**src/rtl/leaf_switch.sv**
```systemverilog
// rtl/leaf_switch.sv - 5-port leaf switch (4 NIs + uplink) with per-input FIFOs and round-robin outputs.
// Optional dropped-flit statistics counter is built when LEAF_SW_STATS_EN is defined.
module leaf_switch #(
    parameter logic [3:0] GROUP_ID   = 4'd3,
    parameter int         DATA_W     = 16,
    parameter int         FIFO_DEPTH = 2
) (
    input  logic                clk,
    input  logic                reset_n,
    input  logic [4*DATA_W-1:0] leaf_data_in,
    input  logic [3:0]          leaf_valid_in,
    output logic [3:0]          leaf_ready_out,
    output logic [4*DATA_W-1:0] leaf_data_out,
    output logic [3:0]          leaf_valid_out,
    input  logic [DATA_W-1:0]   up_data_in,
    input  logic                up_valid_in,
    output logic                up_ready_out,
    output logic [DATA_W-1:0]   up_data_out,
    output logic                up_valid_out,
    input  logic                up_ready_in,
    output logic [7:0]          drop_count
);

    localparam int NIN   = 5;
    localparam int UP    = 4;
    localparam int CNT_W = $clog2(FIFO_DEPTH + 1);
    localparam int PTR_W = (FIFO_DEPTH > 1) ? $clog2(FIFO_DEPTH) : 1;
    localparam logic [2:0] TGT_DROP = 3'd5;

    logic [DATA_W-1:0] mem_q    [NIN][FIFO_DEPTH];
    logic [PTR_W-1:0]  wr_ptr_q [NIN];
    logic [PTR_W-1:0]  wr_ptr_d [NIN];
    logic [PTR_W-1:0]  rd_ptr_q [NIN];
    logic [PTR_W-1:0]  rd_ptr_d [NIN];
    logic [CNT_W-1:0]  cnt_q    [NIN];
    logic [CNT_W-1:0]  cnt_d    [NIN];
    logic [2:0]        rr_ptr_q [NIN];
    logic [2:0]        rr_ptr_d [NIN];

    logic [DATA_W-1:0] in_data  [NIN];
    logic [DATA_W-1:0] head     [NIN];
    logic [2:0]        tgt      [NIN];
    logic [NIN-1:0]    req      [NIN];
    logic [2:0]        gnt_idx  [NIN];
    logic [NIN-1:0]    in_valid;
    logic [NIN-1:0]    in_ready;
    logic [NIN-1:0]    push;
    logic [NIN-1:0]    pop;
    logic [NIN-1:0]    head_vld;
    logic [NIN-1:0]    drop;
    logic [NIN-1:0]    served;
    logic [NIN-1:0]    gnt_vld;
    logic              up_load_ok;

    logic [3:0]          leaf_valid_q, leaf_valid_d;
    logic [4*DATA_W-1:0] leaf_data_q,  leaf_data_d;
    logic                up_valid_q,   up_valid_d;
    logic [DATA_W-1:0]   up_data_q,    up_data_d;

    function automatic logic [PTR_W-1:0] ptr_inc(input logic [PTR_W-1:0] p);
        if (p == PTR_W'(FIFO_DEPTH - 1)) return '0;
        return p + PTR_W'(1);
    endfunction

    // Returns {found, index}; search starts at p, so the input after the last winner has top priority.
    function automatic logic [3:0] rr_pick(input logic [NIN-1:0] r, input logic [2:0] p);
        logic [3:0] res;
        logic [3:0] s;
        res = '0;
        for (int k = NIN - 1; k >= 0; k--) begin
            s = {1'b0, p} + 4'(k);
            if (s >= 4'(NIN)) s = s - 4'(NIN);
            if (r[s[2:0]]) res = {1'b1, s[2:0]};
        end
        return res;
    endfunction

    always_comb begin
        for (int i = 0; i < 4; i++) begin
            in_valid[i] = leaf_valid_in[i];
            in_data[i]  = leaf_data_in[i*DATA_W +: DATA_W];
        end
        in_valid[UP] = up_valid_in;
        in_data[UP]  = up_data_in;
    end

    always_comb begin
        for (int i = 0; i < NIN; i++) begin
            in_ready[i] = (cnt_q[i] < CNT_W'(FIFO_DEPTH));
            push[i]     = in_valid[i] && in_ready[i];
            head_vld[i] = (cnt_q[i] != '0);
            head[i]     = mem_q[i][rd_ptr_q[i]];
        end
    end

    assign leaf_ready_out = in_ready[3:0];
    assign up_ready_out   = in_ready[UP];

    // Uplink-sourced flits may only go down to a leaf; anything else from the uplink is dropped.
    always_comb begin
        for (int i = 0; i < NIN; i++) begin
            tgt[i] = TGT_DROP;
            if (head[i][15:12] == GROUP_ID)
                tgt[i] = {1'b0, head[i][11:10]};
            else if (head[i][15:12] != 4'd0 && i != UP)
                tgt[i] = 3'd4;
            drop[i] = head_vld[i] && (tgt[i] == TGT_DROP);
        end
    end

    assign up_load_ok = !up_valid_q || up_ready_in;

    always_comb begin
        logic [3:0] pick;
        served = '0;
        for (int o = 0; o < NIN; o++) begin
            for (int i = 0; i < NIN; i++)
                req[o][i] = head_vld[i] && (tgt[i] == 3'(o));
            if (o == UP && !up_load_ok)
                req[o] = '0;
            pick       = rr_pick(req[o], rr_ptr_q[o]);
            gnt_vld[o] = pick[3];
            gnt_idx[o] = pick[2:0];
            rr_ptr_d[o] = rr_ptr_q[o];
            if (pick[3]) begin
                served[pick[2:0]] = 1'b1;
                rr_ptr_d[o] = (pick[2:0] == 3'(UP)) ? 3'd0 : pick[2:0] + 3'd1;
            end
        end
        pop = served | drop;
    end

    always_comb begin
        for (int i = 0; i < NIN; i++) begin
            wr_ptr_d[i] = push[i] ? ptr_inc(wr_ptr_q[i]) : wr_ptr_q[i];
            rd_ptr_d[i] = pop[i]  ? ptr_inc(rd_ptr_q[i]) : rd_ptr_q[i];
            cnt_d[i]    = cnt_q[i];
            if (push[i] && !pop[i])
                cnt_d[i] = cnt_q[i] + CNT_W'(1);
            else if (!push[i] && pop[i])
                cnt_d[i] = cnt_q[i] - CNT_W'(1);
        end
    end

    always_comb begin
        leaf_valid_d = '0;
        leaf_data_d  = leaf_data_q;
        for (int o = 0; o < 4; o++) begin
            leaf_valid_d[o] = gnt_vld[o];
            if (gnt_vld[o])
                leaf_data_d[o*DATA_W +: DATA_W] = head[gnt_idx[o]];
        end
        up_valid_d = up_valid_q;
        up_data_d  = up_data_q;
        if (up_load_ok) begin
            up_valid_d = gnt_vld[UP];
            if (gnt_vld[UP])
                up_data_d = head[gnt_idx[UP]];
        end
    end

    always_ff @(posedge clk or negedge reset_n) begin
        if (!reset_n) begin
            for (int i = 0; i < NIN; i++) begin
                cnt_q[i]    <= '0;
                wr_ptr_q[i] <= '0;
                rd_ptr_q[i] <= '0;
                rr_ptr_q[i] <= '0;
            end
            leaf_valid_q <= '0;
            leaf_data_q  <= '0;
            up_valid_q   <= 1'b0;
            up_data_q    <= '0;
        end else begin
            for (int i = 0; i < NIN; i++) begin
                cnt_q[i]    <= cnt_d[i];
                wr_ptr_q[i] <= wr_ptr_d[i];
                rd_ptr_q[i] <= rd_ptr_d[i];
                rr_ptr_q[i] <= rr_ptr_d[i];
            end
            leaf_valid_q <= leaf_valid_d;
            leaf_data_q  <= leaf_data_d;
            up_valid_q   <= up_valid_d;
            up_data_q    <= up_data_d;
        end
    end

    // Storage needs no reset: entries are only visible through the counts.
    always_ff @(posedge clk) begin
        for (int i = 0; i < NIN; i++)
            if (push[i]) mem_q[i][wr_ptr_q[i]] <= in_data[i];
    end

    assign leaf_valid_out = leaf_valid_q;
    assign leaf_data_out  = leaf_data_q;
    assign up_valid_out   = up_valid_q;
    assign up_data_out    = up_data_q;

`ifdef LEAF_SW_STATS_EN
    logic [7:0] drop_cnt_q, drop_cnt_d;

    always_comb begin
        logic [8:0] sum;
        sum = {1'b0, drop_cnt_q};
        for (int i = 0; i < NIN; i++)
            sum = sum + {8'd0, drop[i]};
        drop_cnt_d = (sum > 9'd255) ? 8'hFF : sum[7:0];
    end

    always_ff @(posedge clk or negedge reset_n) begin
        if (!reset_n) drop_cnt_q <= '0;
        else          drop_cnt_q <= drop_cnt_d;
    end

    assign drop_count = drop_cnt_q;
`else
    assign drop_count = 8'd0;
`endif

endmodule

```
**config.mk**
```make
export PLATFORM = sky130hd
export DESIGN_NAME = leaf_switch
export DESIGN_NICKNAME = d
export VERILOG_FILES = /design/src/rtl/leaf_switch.sv
export SDC_FILE = /design/constraint.sdc
export NUM_CORES = 1
export LEC_CHECK = 0
export BUFFER_PORTS_ARGS = -buffer_cell sky130_fd_sc_hd__clkbuf_2
export CAP_MARGIN = 5
export CELL_PAD_IN_SITES_DETAIL_PLACEMENT = 0
export CELL_PAD_IN_SITES_GLOBAL_PLACEMENT = 1
export CORE_MARGIN = 2
export CORE_UTILIZATION = 38
export CTS_BUF_LIST = sky130_fd_sc_hd__clkbuf_8
export DETAILED_ROUTE_END_ITERATION = 10
export GPL_TIMING_DRIVEN = 1
export PLACE_DENSITY_LB_ADDON = 0.1
export SLEW_MARGIN = 20
export SYNTH_ARGS = -nofsm -noshare
export SYNTH_HDL_FRONTEND = slang
export SYNTH_SLANG_ARGS = --single-unit
```
**constraint.sdc**
```tcl
create_clock -name clk -period 4.7 [get_ports clk]
set_input_delay 0.705 -clock clk [delete_from_list [all_inputs] [get_ports clk]]
set_output_delay 0.705 -clock clk [all_outputs]
set_load 0.02 [all_outputs]
```
==> metrics.cfg <==
[status]
outcome = finished with violations
violations = design-rule violations

[routing]
post_drt_via_cell_ratio = 5.63
ant_nets = 0
wire_per_inst_microns = 23.6
vias = 14900
wl_microns = 62500
drc = 8
drtIter0Drc = 1223
dr.pass1.iters = 8

[critical_path]
worstPathRequired_ps = 5220
crit_slowest_cell = or4b_1
r2r_cells = 16
critPathMaxStageDelay_ps = 540
reg2reg_to = cnt_q[9]$_DFFE_PN0P_
crit_path_start = rr_ptr_q[3]$_DFFE_PN0N_
arrival_ps = 5050
r2r_setup_slack_ps = 180
crit_top_cell = ha_1
worstSetupStartpointType = register
cp_top_family = simple AND/OR/NAND/NOR gates
cp_max_fo = 20
endpoint_kind = register
worstPathCellList = buf_4 -> ha_1 -> a221oi_4 -> mux2i_2 -> nor3_1 -> o21ai_1 -> nand2_1 -> or3_4 -> or4b_1 -> and3_4 -> a211oi_2 -> o311a_2 -> ha_1 -> xor2_1 -> nor2_1 -> xnor2_1
path_class = register to register
crit_buf_inv = 1
r2r_start = rr_ptr_q[3]$_DFFE_PN0N_

[clock_network]
clk_path_buf_depth = 3
numClockSinks = 280
clk_pin_slew_worst_paths_ps = 70
holdBufCountCts = 0
cts_htree_levels = 2
insertion_delay_ps = 650
numCtsBuffers = 52
post_cts_buffers = 0
cts_resized = 0
cts_tree = done
ctsRootBufferMaster = clkbuf_8

[global_route]
grt_pass1_wl_microns = 92000
grt_max_degree = 51
antenna_found_initial = 1
grt_pass1_vias = 14700
grt_overflow = 0
grt_util_all_layers = 0.249

[floorplan]
initial_utilization = 0.386
fp.coreArea_sq_mm = 0.0467
ios = 186
fp-row-count = 79
die_x_microns = 222
die_h_microns = 222
design.die.area_sq_mm = 0.0491

[finish]
nets = 2142
diodes = 0
n_fill_cell = 4491
syn_to_final_growth_pct = 18.2
drive_above_1_share = 0.251

[yosys]
synth_top_area_share = 0.267
synth-async-reset-ratio = 0.429
synth-xor-area-share = 0.0262
yosysMostFrequentCell = mux2i_1
syn_area_per_cell_sq_um = 10.4
yosys.area.top_type = edfxtp_1
ys_top_cells_by_area = edfxtp_1 27%, dfrtp_1 17%, mux2i_1 9.2%
synthDistinctLibCells = 113
synth_commonest_cells = 166 x mux2i_1, 160 x edfxtp_1, 120 x dfrtp_1, 116 x nor2_1, 114 x nand2_1
synthAdderAreaFrac = 0.0438
yosysWarningCount = 0
synth-seq-cells = 280
synth-simple-area-share = 0.149
syn_area_sq_mm = 0.0180
synth-edff-count = 160
muxShareOfSynthArea = 0.134
synth_top_family_by_area = compound AO/OA/AOI/OAI gates
ys_seq_area_frac = 0.434
synth-compound-area-share = 0.172
synth_cells = 1726
synth_flop_cell = edfxtp_1

[timing]
setup_tns_ps = 0
hold_viol = 0
relSlewSlack = 0.254
maxSlewViolCount = 0
fin_crit_sh = 0.962
fin_hold_ws_ps = 73.3
setup_violations = 0
tightestPinTransition_ps = 1090
fmax_mhz = 221
period_minus_slack_ps = 4520
fin_skew_ps = 49.2

[placed_design]
gp_congestion = 0.896
dp_hpwl_microns = 48000
port_buffers = 177

[run]
cap_violations = 0

[worst_hold_path]
hold_class = input port to async pin

through the flow:
stage	setup slack, ps	area (sq um)	instances	util
2_1_floorplan	136	18000	1733	-
3_3_place_gp	78.8	20100	2547	0.431
3_5_place_dp	114	20100	2547	0.431
4_1_cts	73.8	21200	2645	0.455
5_1_grt	-2.02	21300	2645	0.456
6_report	177	21300	2645	0.456
routing by layer:
| metal | share of wire | wire (microns) | GRT usage | up-vias |
|---|---|---|---|---|
| li1 | - | - | - | 7027 |
| met1 | 0.45 | 28400 | 0.346 | 7239 |
| met2 | 0.44 | 27600 | 0.384 | 519 |
| met3 | 0.072 | 4470 | 0.0554 | 115 |
| met4 | 0.033 | 2050 | 0.0828 | 0 |
| met5 | 0 | 0 | 0 | - |
cell type report:
cell class | instances | area (sq um) | share of cell area
clock inverter | 40 | 315 | 0.0148
timing repair buffer | 293 | 1760 | 0.0828
sequential | 280 | 7810 | 0.367
inverter | 80 | 300 | 0.0141
tap | 607 | 759 | 0.0357
multi-input combinational | 1287 | 9540 | 0.448
clock buffer | 58 | 798 | 0.0375
how the worst max path moves through the flow:
| stage | to | cells past startpoint | slack, ps |
|---|---|---|---|
| 6_report | cnt_q[9]$_DFFE_PN0P_ | 16 | 180 |
| 5_1_grt | cnt_q[7]$_DFFE_PN0P_ | 18 | -2 |
| 4_1_cts | cnt_q[9]$_DFFE_PN0P_ | 16 | 70 |
| 3_5_place_dp | cnt_q[9]$_DFFE_PN0P_ | 15 | 110 |
| 2_1_floorplan | cnt_q[5]$_DFFE_PN0P_ | 19 | 140 |
| 3_3_place_gp | cnt_q[9]$_DFFE_PN0P_ | 16 | 80 |
worst register-to-register path, cell delays in order, from the launching register on:
cell	delay (ps)
dfrtp_1	380
buf_4	210
ha_1	300
a221oi_4	340
mux2i_2	340
nor3_1	100
o21ai_1	300
nand2_1	150
or3_4	410
or4b_1	540
and3_4	240
a211oi_2	300
o311a_2	280
ha_1	170
xor2_1	150
nor2_1	70
xnor2_1	120
logic make-up after synthesis:
kind of cell / Yosys count
and+or+nand+nor: 511
AOI/OAI and AO/OA: 425
DFF: 280
muxes: 230
buffers and inverters: 166
adders and majority gates: 60
xor gates and xnor gates: 53
other: 1
cell usage in the layout, fill, tap and decap left out, types with 13 or more instances in the layout:
master and n:
buf_4 116, dfrtp_1 118, inv_1 85, a21o_1 18, nand2_1 114, o22ai_1 28
a31oi_1 17, nor2b_1 31, nor2_1 116, ha_1 54, a22oi_1 26, and2_1 26
nand2b_1 25, or2_2 14, xnor2_1 39, o21ai_0 65, xor2_1 13, or3_1 17
mux2_2 59, clkbuf_8 58, clkbuf_2 176, a211oi_1 31, o211ai_1 18, edfxtp_1 160
nand3_1 34, mux2i_1 164, a21oi_1 76, nor3_1 41
registers in the layout (all words and copies together) (netlist names):
name,count
up_data_out,16
leaf_data_out,64
wr_ptr_q,5
cnt_q,10
rr_ptr_q,15
rd_ptr_q,5
mem_q,160
up_valid_out,1
leaf_valid_out,4
Power is left out: the tool's default activity adds up to more than one toggle a clock period on the data nets, which glitch-free logic cannot reach.
